## config.mk

```make
export PLATFORM = sky130hd
export DESIGN_NAME = greater_stream
export DESIGN_NICKNAME = d
export VERILOG_FILES = /design/src/rtl/greater_stream.sv
export SDC_FILE = /design/constraint.sdc
export NUM_CORES = 1
export LEC_CHECK = 0
export ABC_AREA = 1
export CAP_MARGIN = 20
export CORE_ASPECT_RATIO = 1.4
export CORE_MARGIN = 2
export CORE_UTILIZATION = 60
export DETAILED_ROUTE_END_ITERATION = 10
export DONT_BUFFER_PORTS = 1
export PLACE_DENSITY_LB_ADDON = 0.25
export SLEW_MARGIN = 5
export SYNTH_ARGS = -nofsm -noshare
export SYNTH_HDL_FRONTEND = slang
export SYNTH_SLANG_ARGS = --single-unit
```

## constraint.sdc

```tcl
create_clock -name clk -period 2.61 [get_ports clk]
set_clock_uncertainty 0.15 [all_clocks]
set_input_delay 0.6525 -clock clk [delete_from_list [all_inputs] [get_ports clk]]
set_output_delay 0.6525 -clock clk [all_outputs]
set_load 0.05 [all_outputs]
```

## src/rtl/greater_stream.sv

```systemverilog
// -----------------------------------------------------------------------------
// greater_stream
//
// Handshaked WIDTH-bit magnitude comparator with a frame peak tracker.
// Each accepted beat (in_valid && in_ready) compares operands a and b. The
// greater/equal/less flags and a mode-selected relation appear one cycle
// later behind a single-entry valid/ready output register. In parallel, the
// block tracks the maximum of a across a frame delimited by in_last. At frame
// end it publishes that maximum, the index of its first occurrence, the
// saturating beat count and an overflow flag.
//
// Parameters:
//   WIDTH  - operand width in bits (>= 2)
//   SIGNED - 0: unsigned compare, 1: two's-complement compare (relations and
//            frame max)
//   CNT_W  - width of the frame index / count fields
//
// Ports:
//   clk, rst_n            - clock, asynchronous active-low reset
//   in_valid / in_ready   - input handshake (in_ready = !out_valid || out_ready)
//   a, b                  - operands
//   mode                  - relation select: 00 a>b, 01 a>=b, 10 a<b, 11 a==b
//   in_last               - beat closes the current frame
//   out_valid / out_ready - result handshake
//   greater/equal/less    - one-hot relation flags of the beat
//   result                - relation selected by that beat's mode
//   frame_valid           - one-cycle pulse, frame summary updated
//   frame_max             - maximum a seen in the frame
//   frame_max_idx         - 0-based index of the first occurrence of frame_max
//   frame_count           - beats in the frame, saturating at 2^CNT_W-1
//   frame_ovf             - the frame held more than 2^CNT_W-1 beats
// -----------------------------------------------------------------------------
module greater_stream #(
  parameter int WIDTH  = 8,
  parameter bit SIGNED = 1'b0,
  parameter int CNT_W  = 8
) (
  input  logic             clk,
  input  logic             rst_n,
  input  logic             in_valid,
  output logic             in_ready,
  input  logic [WIDTH-1:0] a,
  input  logic [WIDTH-1:0] b,
  input  logic [1:0]       mode,
  input  logic             in_last,
  output logic             out_valid,
  input  logic             out_ready,
  output logic             greater,
  output logic             equal,
  output logic             less,
  output logic             result,
  output logic             frame_valid,
  output logic [WIDTH-1:0] frame_max,
  output logic [CNT_W-1:0] frame_max_idx,
  output logic [CNT_W-1:0] frame_count,
  output logic             frame_ovf
);

  localparam logic [CNT_W-1:0] CNT_MAX  = {CNT_W{1'b1}};
  localparam logic [CNT_W-1:0] CNT_ZERO = {CNT_W{1'b0}};
  localparam logic [CNT_W-1:0] CNT_ONE  = {{(CNT_W-1){1'b0}}, 1'b1};

  // Strict x > y under the configured signedness.
  function automatic logic is_greater(input logic [WIDTH-1:0] x,
                                      input logic [WIDTH-1:0] y);
    if (SIGNED) begin
      return ($signed(x) > $signed(y));
    end else begin
      return (x > y);
    end
  endfunction

  // Output pipeline registers
  logic             r_out_valid;
  logic             r_greater;
  logic             r_equal;
  logic             r_less;
  logic             r_result;

  // Frame tracker state
  logic [CNT_W-1:0] r_cnt;
  logic [WIDTH-1:0] r_run_max;
  logic [CNT_W-1:0] r_run_idx;
  logic             r_first;
  logic             r_ovf;

  // Frame summary registers
  logic             r_frame_valid;
  logic [WIDTH-1:0] r_frame_max;
  logic [CNT_W-1:0] r_frame_max_idx;
  logic [CNT_W-1:0] r_frame_count;
  logic             r_frame_ovf;

  // Combinational helpers
  logic             w_accept;
  logic             w_gt;
  logic             w_eq;
  logic             w_lt;
  logic             w_result;
  logic             w_new_max;
  logic             w_cnt_sat;
  logic [CNT_W-1:0] w_cnt_inc;
  logic [WIDTH-1:0] w_max_nxt;
  logic [CNT_W-1:0] w_idx_nxt;
  logic             w_ovf_nxt;

  // The single output slot frees up in the same cycle it is drained.
  assign in_ready = !r_out_valid || out_ready;
  assign w_accept = in_valid && in_ready;

  // Operand relations; exactly one of gt/eq/lt is set for any operand pair.
  always_comb begin
    w_eq = (a == b);
    w_gt = is_greater(a, b);
    w_lt = !w_eq && !w_gt;
  end

  // Mode-selected relation of the incoming beat.
  always_comb begin
    w_result = 1'b0;
    case (mode)
      2'b00:   w_result = w_gt;
      2'b01:   w_result = w_gt | w_eq;
      2'b10:   w_result = w_lt;
      2'b11:   w_result = w_eq;
      default: w_result = 1'b0;
    endcase
  end

  // Next state of the frame tracker if the current beat is accepted.
  always_comb begin
    w_cnt_sat = (r_cnt == CNT_MAX);
    w_ovf_nxt = r_ovf | w_cnt_sat;
    w_cnt_inc = CNT_ZERO;
    if (w_cnt_sat) begin
      w_cnt_inc = r_cnt;
    end else begin
      w_cnt_inc = r_cnt + CNT_ONE;
    end
    // The first beat always seeds the max; afterwards only a strictly
    // greater value replaces it, so ties keep the earliest index.
    w_new_max = r_first || is_greater(a, r_run_max);
    w_max_nxt = r_run_max;
    w_idx_nxt = r_run_idx;
    if (r_first) begin
      w_max_nxt = a;
      w_idx_nxt = CNT_ZERO;
    end else if (w_new_max) begin
      w_max_nxt = a;
      w_idx_nxt = r_cnt;
    end else begin
      w_max_nxt = r_run_max;
      w_idx_nxt = r_run_idx;
    end
  end

  // Output slot: load on accept, clear on drain, otherwise hold.
  always_ff @(posedge clk or negedge rst_n) begin
    if (!rst_n) begin
      r_out_valid <= 1'b0;
      r_greater   <= 1'b0;
      r_equal     <= 1'b0;
      r_less      <= 1'b0;
      r_result    <= 1'b0;
    end else if (w_accept) begin
      r_out_valid <= 1'b1;
      r_greater   <= w_gt;
      r_equal     <= w_eq;
      r_less      <= w_lt;
      r_result    <= w_result;
    end else if (out_ready) begin
      r_out_valid <= 1'b0;
    end
  end

  // Running frame state: advance on every accepted beat, rearm at frame end.
  always_ff @(posedge clk or negedge rst_n) begin
    if (!rst_n) begin
      r_cnt     <= CNT_ZERO;
      r_run_max <= {WIDTH{1'b0}};
      r_run_idx <= CNT_ZERO;
      r_first   <= 1'b1;
      r_ovf     <= 1'b0;
    end else if (w_accept) begin
      r_run_max <= w_max_nxt;
      r_run_idx <= w_idx_nxt;
      if (in_last) begin
        r_cnt   <= CNT_ZERO;
        r_first <= 1'b1;
        r_ovf   <= 1'b0;
      end else begin
        r_cnt   <= w_cnt_inc;
        r_first <= 1'b0;
        r_ovf   <= w_ovf_nxt;
      end
    end
  end

  // Frame summary: capture on the closing beat, pulse valid for one cycle.
  always_ff @(posedge clk or negedge rst_n) begin
    if (!rst_n) begin
      r_frame_valid   <= 1'b0;
      r_frame_max     <= {WIDTH{1'b0}};
      r_frame_max_idx <= CNT_ZERO;
      r_frame_count   <= CNT_ZERO;
      r_frame_ovf     <= 1'b0;
    end else if (w_accept && in_last) begin
      r_frame_valid   <= 1'b1;
      r_frame_max     <= w_max_nxt;
      r_frame_max_idx <= w_idx_nxt;
      r_frame_count   <= w_cnt_inc;
      r_frame_ovf     <= w_ovf_nxt;
    end else begin
      r_frame_valid   <= 1'b0;
    end
  end

  assign out_valid     = r_out_valid;
  assign greater       = r_greater;
  assign equal         = r_equal;
  assign less          = r_less;
  assign result        = r_result;
  assign frame_valid   = r_frame_valid;
  assign frame_max     = r_frame_max;
  assign frame_max_idx = r_frame_max_idx;
  assign frame_count   = r_frame_count;
  assign frame_ovf     = r_frame_ovf;

endmodule
```

# After elaboration in Yosys (flattened, before gate mapping)
# Cells that the tools add are included.
dict set report word_totals {
  out_inout_bits 32
  elab_cells 47
  in_bits 23
  reg_bits 57
}
dict set report classes {
  bitwise 2
  addsub 1
  order_cmp 2
  n_reduce_logical 10
  n_eq_ne 5
  mux 12
}
# cell n
set ops {}
lappend ops {{$mux W8} 6}
lappend ops {{$gt A8 B8 Y1} 2}
lappend ops {{$add A8 B1 Y8 const B} 1}
lappend ops {{$eq A8 B8 Y1} 1}
lappend ops {{$eq A8 B8 Y1 const B} 1}
lappend ops {{$mux W1} 5}
lappend ops {{$eq A2 B2 Y1 const B} 2}
lappend ops {{$pmux W1 S4} 1}
lappend ops {{$logic_and A1 B1 Y1} 3}
lappend ops {{$logic_not A1 Y1} 3}
lappend ops {{$eq A2 B1 Y1 const B} 1}
lappend ops {{$logic_not A2 Y1} 1}
lappend ops {{$logic_or A1 B1 Y1} 2}
lappend ops {{$or A1 B1 Y1} 2}
lappend ops {{$reduce_bool A2 Y1} 1}

# Logic depth before layout (Yosys ltp)
dict set report logic_depth {
  ltp_word 5
  depth_mapped 14
  mapped_depth_nobuf 14
}

# Worst setup path before layout
# OpenSTA, ideal clock, no wires.
dict set report synth_timing {
  path_type {input -> register}
  start {input a[7]}
  end {register r_frame_max[6], in the netlist frame_max[6]}
  arrival_ns 1.804
  path_stages 9
  path_buffers 1
  required_time_ns 2.342
  setup_time_ns 0.118
  slack_ns 0.538
  cell_sequence {ha_1 a21o_1 nor2_2 nand2_4 nand2_4 buf_6 nand3_1 nand3_1 nand2_1}
}
dict set report synth_via {
  elab_chain_len 4
}
# item line_no
set synth_rtl {}
lappend synth_rtl {{start, declared} 42} ;# input logic [WIDTH-1:0] a,
lappend synth_rtl {{$gt A8 B8 Y1} 69} ;# return (x > y);
lappend synth_rtl {{$logic_or A1 B1 Y1} 142} ;# w_new_max = r_first || is_greater(a, r_run_max);
lappend synth_rtl {{$mux W8} 148} ;# end else if (w_new_max) begin
lappend synth_rtl {{$mux W8} 145} ;# if (r_first) begin
lappend synth_rtl {{end signal, assigned} 203} ;# r_frame_max <= {WIDTH{1'b0}};
lappend synth_rtl {{end signal, assigned} 209} ;# r_frame_max <= w_max_nxt;
lappend synth_rtl {{end, declared} 89} ;# logic [WIDTH-1:0] r_frame_max;
# No other way between the ends.
# A chain may end at the register's enable or synchronous reset.

# Worst setup path after layout
dict set report layout_timing {
  start {register r_out_valid, in the netlist out_valid}
  end {output in_ready}
}
dict set report layout_via {
  elab_chain_len 2
}
# item line_no
set layout_rtl {}
lappend layout_rtl {{start, declared} 74} ;# logic r_out_valid;
lappend layout_rtl {{start signal, assigned} 160} ;# r_out_valid <= 1'b0;
lappend layout_rtl {{start signal, assigned} 166} ;# r_out_valid <= 1'b1;
lappend layout_rtl {{start signal, assigned} 172} ;# r_out_valid <= 1'b0;
lappend layout_rtl {{$logic_not A1 Y1} 108} ;# assign in_ready = !r_out_valid || out_ready;
lappend layout_rtl {{$logic_or A1 B1 Y1} 108}
lappend layout_rtl {{end, declared} 41} ;# output logic in_ready,
# No other way between the ends.

==> flow_summary_export.csv <==
group,metric,value,unit
logic_synthesis,post_synth_num_cell_types,32,
critical_path,path_buf_inv,1,
critical_path,crit_chain,"nand2_2 > buf_4",
pwr,leakage,0.001877,uW
critical_path,crit_fanout,2,
critical_path,ff2ff_setup_slack,0.55,ns
critical_path,timing.rr.end,"r_run_max[2]$_DFFE_PN0P_",
global_routing,grt_use_met3,0.06171,
timing,setup_viol,0,
global_routing,grt_pass1_vias,2366,
logic_synthesis,ys_ff_latch,57,
floorplanning,die_h,89.38,um
placed_design,dp_hpwl,4693,um
finish,fin_area,3412,um2
clock_network,holdBufCountCts,1,
clock_network,cts_buffer_depth,2,
timing,final.setup.tns,0,ns
floorplanning,row_count,31,
route,wl_per_cell,14.46,um
global_routing,overflow,0,
critical_path,critPathMaxStageDelay,0.64,ns
global_routing,grt_pass1_wl,11220,um
clock_network,cts_tree,"yes",
critical_path,crit_required,1.81,ns
timing,period_share,0.8073,
timing,max_slew_margin,0.6325,
placed_design,io_buffers,0,
placed_design,place_area,3177,um2
flow_run,maxCapViolations,0,
placed_design,gp_congestion,0.8965,
route,drc_errors,0,
logic_synthesis,syn-mean-instance-area,7.970,um2
global_routing,antenna_found_initial,0,
critical_path,startpoint,"out_valid$_DFFE_PN0P_",
status,status,"finished, final reports clean",
global_routing,gr-usage-met1,0.3126,
clock_network,cts_num_sinks,57,
critical_path,cp-start-kind,"register",
pwr,peakVddDrop,0.0005580,V
global_routing,gr-usage-met2,0.4405,
floorplanning,core,5081,um2
timing,hold_ws,0.03342,ns
clock_network,cts_setup_buffers,0,
timing,hold_violations,0,
critical_path,endpoint,"in_ready",
floorplanning,pin_count,55,
critical_path,worstSetupPathDepth,2,
finish,antenna_cells,0,
route,routed_via_density,5.531,
critical_path,reg2reg_depth,13,
finish,final_common_cell,"nand2_1",
logic_synthesis,syn_nets,432,
timing,max_freq,474.6,MHz
global_routing,busiest_layer,"met2",
clock_network,clk_pin_slew,0.06,ns
pwr,p_per_area,859.1,nW/um2
critical_path,critPathCaptureType,"output pin",
finish,fillers,418,
worst_hold_path,hp-class,"input pin to async pin",
critical_path,slowest_stage,"dfrtp_1",
route,firstDrtPassIters,5,
floorplanning,fp.dieW,64.99,um
logic_synthesis,ys_warn_count,0,
logic_synthesis,syn_area,3124,um2
clock_network,cts-root-buf,"clkbuf_8",
finish,stdcell_count,467,
clock_network,cts_buffers,9,
route,drt_iter0_drc,160,
floorplanning,initial_core_util,0.6149,
route,wirelength,6751,um
global_routing,track_usage,0.2561,
clock_network,cts_max_level,3,
route,dr_total_vias,2583,
logic_synthesis,syn_inst,392,
logic_synthesis,yosysSeqAreaShare,0.4569,
finish,drive_above_1_share,0.1272,
critical_path,r2r-start,"r_run_max[1]$_DFFE_PN0P_",
critical_path,crit_family,"flip-flops",
floorplanning,dieArea,5808,um2
route,ant_nets,0,
timing,min_period,2.107,ns
placed_design,dp_cells,450,
timing,worst_slew_pin_slew,0.5492,ns
timing,slew_violations,0,
global_routing,grt_max_degree,58,
critical_path,critPathKind,"register to output pin",
finish,syn_to_final_growth,9.211,%
finish,mostFrequentLayoutCells,"nand2_1, dfrtp_1, inv_1",
clock_network,clk_latency,0.33,ns
timing,grt_setup_unrepaired,"no",
clock_network,cts_resized,0,
finish,nets,436,
critical_path,arrival,1.30,ns
-- through the flow --
stage          total power, uW  setup slack, ns  utilization
6_report                  2931           0.5030       0.6715
5_1_grt                   3098           0.3790       0.6715
4_1_cts                   2947           0.4861       0.6715
3_5_place_dp              2063           0.3146       0.6252
3_3_place_gp              2034           0.3624       0.6252
2_1_floorplan             1936           0.5385            -
-- worst min path at each step --
stage,from,endpoint,cells after the start
after floorplan,rst_n,equal$_DFFE_PN0P_,0
after global placement,rst_n,frame_count[7]$_DFFE_PN0P_,0
after detailed placement,rst_n,frame_count[4]$_DFFE_PN0P_,0
after CTS,rst_n,frame_count[2]$_DFFE_PN0P_,1
after global routing,rst_n,frame_count[0]$_DFFE_PN0P_,1
final,rst_n,r_cnt[3]$_DFFE_PN0P_,1
-- kinds of logic after synthesis --
family / Yosys count / share of synthesized area
flops: 57 / 0.4569
fa+ha+maj: 17 / 0.06808
buf+inv: 69 / 0.08771
xor+xnor: 2 / 0.005608
compound gates: 25 / 0.04646
simple gates: 222 / 0.3352
-- worst reg2reg max path, delay by kind of cell, from the launching register on --
| family | cells | cell delay (ns) |
|---|---|---|
| adder cells (fa/ha/maj) | 1 | 0.34 |
| buffers and inverters | 1 | 0.07 |
| AND/OR/NAND/NOR | 11 | 1.04 |
| flip-flops | 1 | 0.35 |
-- sequential cells by signal, summed over array words and instances, names as in the netlist, 8 cells and up --
name,cells
frame_max_idx,8
r_run_idx,8
r_cnt,8
frame_count,8
r_run_max,8
frame_max,8
-- routing by layer --
metal | wire (um) | up-vias
li1 | - | 1265
met4 | 99 | 0
met3 | 297 | 7
met2 | 3603 | 66
met5 | 0 | -
met1 | 2750 | 1245
-- cells in the mapped netlist (all sizes together) --
cell	n	area (um2)
o31ai	1	7.510
dfrtp	56	1401
ha	17	212.7
nand2	139	566.8
a21o	1	7.510
and2	1	6.260
nand4	19	140.1
buf	7	41.29
xor2	2	17.52
o22ai	3	18.77
clkinv	1	3.750
dfstp	1	26.28
nor2	17	96.34
nor3	1	10.01
a21oi	5	25.02
o21a	1	7.510
inv	56	210.2
clkbuf	5	18.77
nand3	43	215.2
a22o	1	8.760
o211a	1	10.01
or2	2	12.51
o21ai	12	60.06
-- layout make-up --
cell class	count	area, um2	share of cell area
clock buffers	14	172.7	0.05061
clock inverters	2	35.03	0.01027
flip-flops and latches	57	1428	0.4184
repair buffers	5	57.56	0.01687
multi-input cells	266	1423	0.4169
well taps	66	82.58	0.02420
inverters	57	214.0	0.06271
-- report_power, final --
group / internal [uW] / total (uW) / leakage, uW / switching (uW)
clock: 519 / 861 / 0.000107 / 343
sequential: 1030 / 1450 / 0.000742 / 416
combinational: 206 / 620 / 0.00103 / 414
total: 1760 / 2930 / 0.00188 / 1170
(Power assumes the default switching activity.)
==> RTL edit 1 (config.mk and constraints unchanged) <==
The parameter `WIDTH` goes from 8 to 6.
--- a/src/rtl/greater_stream.sv
+++ b/src/rtl/greater_stream.sv
@@ -33,3 +33,3 @@
 module greater_stream #(
-  parameter int WIDTH  = 8,
+  parameter int WIDTH  = 6,
   parameter bit SIGNED = 1'b0,
Interface: changed (resized a, b and frame_max); port bits go from 55 to 49. No check against the original RTL was run, so the function may have changed too.
==> RTL edit 1 against the unedited design <==
Sequential share of layout area up 2.6 points; worst hold slack worse by 0.0066 ns; count of clock-buffer cells in the layout shrank 9; critical endpoint unchanged; die area fell by 9.3%; power shrank 21%; worst setup slack lost 0.048 ns; design area is 12% lower; area after synthesis decreased by 9.8%; via count down 15%; wire length shrank 16%; utilization shrank 1.3 points; sequential cell count shrank 4; largest power group unchanged.
==> RTL edit 1: results (changes against the unedited design) <==
<table>
<tr><th>Metric</th><th>Value</th></tr>
<tr><th colspan="2">Clock network</th></tr>
<tr><td>Clock-pin slew on the worst setup and hold paths</td><td>0.10 ns (+0.04 ns)</td></tr>
<tr><td>Number of CTS-inserted buffers</td><td>5 (-4)</td></tr>
<tr><td>H-tree depth reported by CTS</td><td>2 (-1)</td></tr>
<tr><th colspan="2">Drt</th></tr>
<tr><td>Met2 wire len</td><td>3.058 mm (-15%)</td></tr>
<tr><td>Met1 Wirelength</td><td>2.329 mm (-15%)</td></tr>
<tr><td>Total number of vias</td><td>2196 (-15%)</td></tr>
<tr><td>Final WL</td><td>5.694 mm (-16%)</td></tr>
<tr><th colspan="2">Power</th></tr>
<tr><td>VDD IR-drop max</td><td>0.3629 mV (-35%)</td></tr>
<tr><td>Switching share of power</td><td>42.98% (+3.0 points)</td></tr>
<tr><td>Tot Pwr</td><td>0.002308 W (-21%)</td></tr>
<tr><td>Clock group share of total power</td><td>20.5% (-8.9 points)</td></tr>
<tr><th colspan="2">GRT</th></tr>
<tr><td>First-pass GRT wire length</td><td>9.708 mm (-13%)</td></tr>
<tr><td>GR met1 Demand/Resource</td><td>28.66% (-2.6 points)</td></tr>
<tr><td>Met3 capacity usage during global routing</td><td>5.030% (-1.1 points)</td></tr>
<tr><td>Maximum number of pins on one net before global-route repair</td><td>53 (-8.6%)</td></tr>
<tr><td>Met2 GRT Util</td><td>42.78% (-1.3 points)</td></tr>
<tr><th colspan="2">Logic synthesis</th></tr>
<tr><td>Synthesized-area fraction occupied by xor and xnor cells</td><td>1.553% (+0.99 points)</td></tr>
<tr><td>Area share of fa/ha/maj cells after synthesis</td><td>5.770% (-1.0 points)</td></tr>
<tr><td>Net count after synthesis</td><td>379 (-12%)</td></tr>
<tr><td>Top cells by area, synth</td><td>sky130_fd_sc_hd__dfrtp_1 46%, sky130_fd_sc_hd__nand2_1 16%, sky130_fd_sc_hd__nand3_1 6.0%, sky130_fd_sc_hd__inv_1 6.0%, sky130_fd_sc_hd__ha_1 5.8%</td></tr>
<tr><th colspan="2">Placement</th></tr>
<tr><td>Total cell area at the placement stage</td><td>2869 um2 (-9.7%)</td></tr>
<tr><td>Placed Instances</td><td>402 (-11%)</td></tr>
<tr><td>Pre-CTS setup slack</td><td>0.3727 ns (+0.05811 ns)</td></tr>
<tr><th colspan="2">Critical path</th></tr>
<tr><td>Data arrival at the endpoint of the critical path</td><td>1.35 ns (+0.05 ns)</td></tr>
<tr><th colspan="2">Status</th></tr>
<tr><td>Run status</td><td>completed</td></tr>
</table>
==> RTL edit 1: worst paths after layout <==
kind | from | endpoint | slack [ns] | cells past startpoint
worst max-delay path | out_valid$_DFFE_PN0P_ | in_ready | 0.46 | 2
worst max register to register | out_valid$_DFFE_PN0P_ | r_cnt[3]$_DFFE_PN0P_ | 0.47 | 6
worst min register to register | r_run_max[2]$_DFFE_PN0P_ | r_run_max[2]$_DFFE_PN0P_ | 0.34 | 2
max in group asynchronous | rst_n | frame_max_idx[1]$_DFFE_PN0P_ | 2.06 | 1
worst min-delay path | rst_n | r_first$_DFFE_PN1P_ | 0.03 | 0
min in group clk | r_run_max[2]$_DFFE_PN0P_ | r_run_max[2]$_DFFE_PN0P_ | 0.34 | 2
==> RTL edit 1: area by class of cell <==
class / count / area [um2]
multi-input cells: 237 / 1261
flip-flops and latches: 53 / 1328
fillers: 401 / 1549
clock buffers: 5 / 68.82
clock inverters: 3 / 21.27
well taps: 62 / 77.57
repair buffers: 5 / 57.56
inverters: 46 / 172.7
==> RTL edit 2 (config.mk and constraints unchanged) <==
Without the edit above. Register the output `frame_count` once more; this adds one clock of latency there. The other outputs are not delayed to match.
--- a/src/rtl/greater_stream.sv
+++ b/src/rtl/greater_stream.sv
@@ -225,3 +225,9 @@
   assign frame_max_idx = r_frame_max_idx;
-  assign frame_count   = r_frame_count;
+  always_ff @(posedge clk or negedge rst_n) begin
+    if (!rst_n) begin
+      frame_count <= '0;
+    end else begin
+      frame_count <= r_frame_count;
+    end
+  end
   assign frame_ovf     = r_frame_ovf;
Behaviour: not the same (Yosys sat finds a counterexample within 4 cycles, from zero or initial values and one cycle with rst_n low).
==> RTL edit 2 against the unedited design <==
Area after synthesis is 5.2% higher; wire length is 7.2% higher; critical endpoint is now r_run_max[1]$_DFFE_PN0P_; power is 7.2% higher; design area is 5.9% higher; sequential cell count is 8 higher; critical path depth is 9 higher; worst setup slack better by 0.028 ns; largest power group unchanged.
==> RTL edit 2: results (changes against the unedited design) <==
<table>
<tr><th>Metric</th><th>Value</th></tr>
<tr><th colspan="2">Status</th></tr>
<tr><td>Run status</td><td>completed</td></tr>
<tr><th colspan="2">Logic synthesis</th></tr>
<tr><td>Syn_area_per_cell</td><td>8.283 um2 (+3.9%)</td></tr>
<tr><td>Share of the synthesized area in compound gates (AO/OA/AOI/OAI)</td><td>5.213% (+0.57 points)</td></tr>
<tr><td>Area share of fa/ha/maj cells after synthesis</td><td>6.469% (-0.34 points)</td></tr>
<tr><td>Top cells by area, synth</td><td>sky130_fd_sc_hd__dfrtp_1 49%, sky130_fd_sc_hd__nand2_1 15%, sky130_fd_sc_hd__ha_1 6.5%, sky130_fd_sc_hd__inv_1 5.8%, sky130_fd_sc_hd__nand3_1 5.6%</td></tr>
<tr><th colspan="2">Critical path</th></tr>
<tr><td>Depth of the worst register-to-register path</td><td>11 (-2)</td></tr>
<tr><td>Worst Path Max Fanout</td><td>17 (+15)</td></tr>
<tr><td>Register-to-register path setup slack</td><td>0.53 ns (-0.02 ns)</td></tr>
<tr><td>Source of the critical timing path</td><td>r_run_max[5]$_DFFE_PN0P_</td></tr>
<tr><th colspan="2">Drt</th></tr>
<tr><td>Met1 Wirelength</td><td>2.839 mm (+3.2%)</td></tr>
<tr><td>Ratio of routed vias to standard cells</td><td>5.618 (+1.6%)</td></tr>
<tr><td>Total number of vias</td><td>2663 (+3.1%)</td></tr>
<tr><td>DR WL met3</td><td>269 um (-9.4%)</td></tr>
<tr><th colspan="2">GRT</th></tr>
<tr><td>First-pass GRT wire length</td><td>12.73 mm (+13%)</td></tr>
<tr><td>Overall routing resource usage</td><td>27.63% (+2.0 points)</td></tr>
<tr><td>Met3 capacity usage during global routing</td><td>4.709% (-1.5 points)</td></tr>
<tr><th colspan="2">Timing</th></tr>
<tr><td>Worst hold slack across all endpoints</td><td>0.02867 ns (-0.004748 ns)</td></tr>
<tr><th colspan="2">Layout</th></tr>
<tr><td>Non-clock buffer total of the final layout</td><td>7 (+2)</td></tr>
<tr><td>Multi-input gates</td><td>264 (-0.75%)</td></tr>
<tr><td>Buffering overhead</td><td>2.078% (+0.39 points)</td></tr>
<tr><td>Fraction of layout instances using a drive strength above 1</td><td>10.05% (-2.7 points)</td></tr>
<tr><th colspan="2">Clock network</th></tr>
<tr><td>Num Clock Sinks</td><td>65 (+14%)</td></tr>
<tr><th colspan="2">Placement</th></tr>
<tr><td>Pre-CTS setup slack</td><td>0.3119 ns (-0.002741 ns)</td></tr>
<tr><th colspan="2">Power</th></tr>
<tr><td>VDD IR-drop max</td><td>0.4878 mV (-13%)</td></tr>
<tr><td>Pint</td><td>0.001907 W (+8.4%)</td></tr>
</table>
RTL edit 2: cells by family after synthesis:
family / after synthesis
xor gates and xnor gates: 3
and+or+nand+nor: 214
buffers and inverters: 68
DFF: 65
AOI/OAI and AO/OA: 30
adders and majority gates: 17
RTL edit 2: power by group through the flow:
stage                     Clock [W]  Sequential (W)  Combinational, W
after floorplan                   0         0.00156          0.000472
after global placement            0         0.00158          0.000564
after detailed placement          0         0.00159          0.000585
after CTS                  0.000974         0.00157          0.000614
after global routing        0.00102         0.00159          0.000707
final                      0.000964         0.00157          0.000609
RTL edit 2: worst reg2reg max path: cells and delay by family, from the launching register on:
family | cells | cell delay, ns
flip-flops | 1 | 0.39
adder cells (fa/ha/maj) | 1 | 0.25
AND/OR/NAND/NOR | 8 | 1.01
buffers and inverters | 1 | 0.10
AO/OA/AOI/OAI | 1 | 0.13
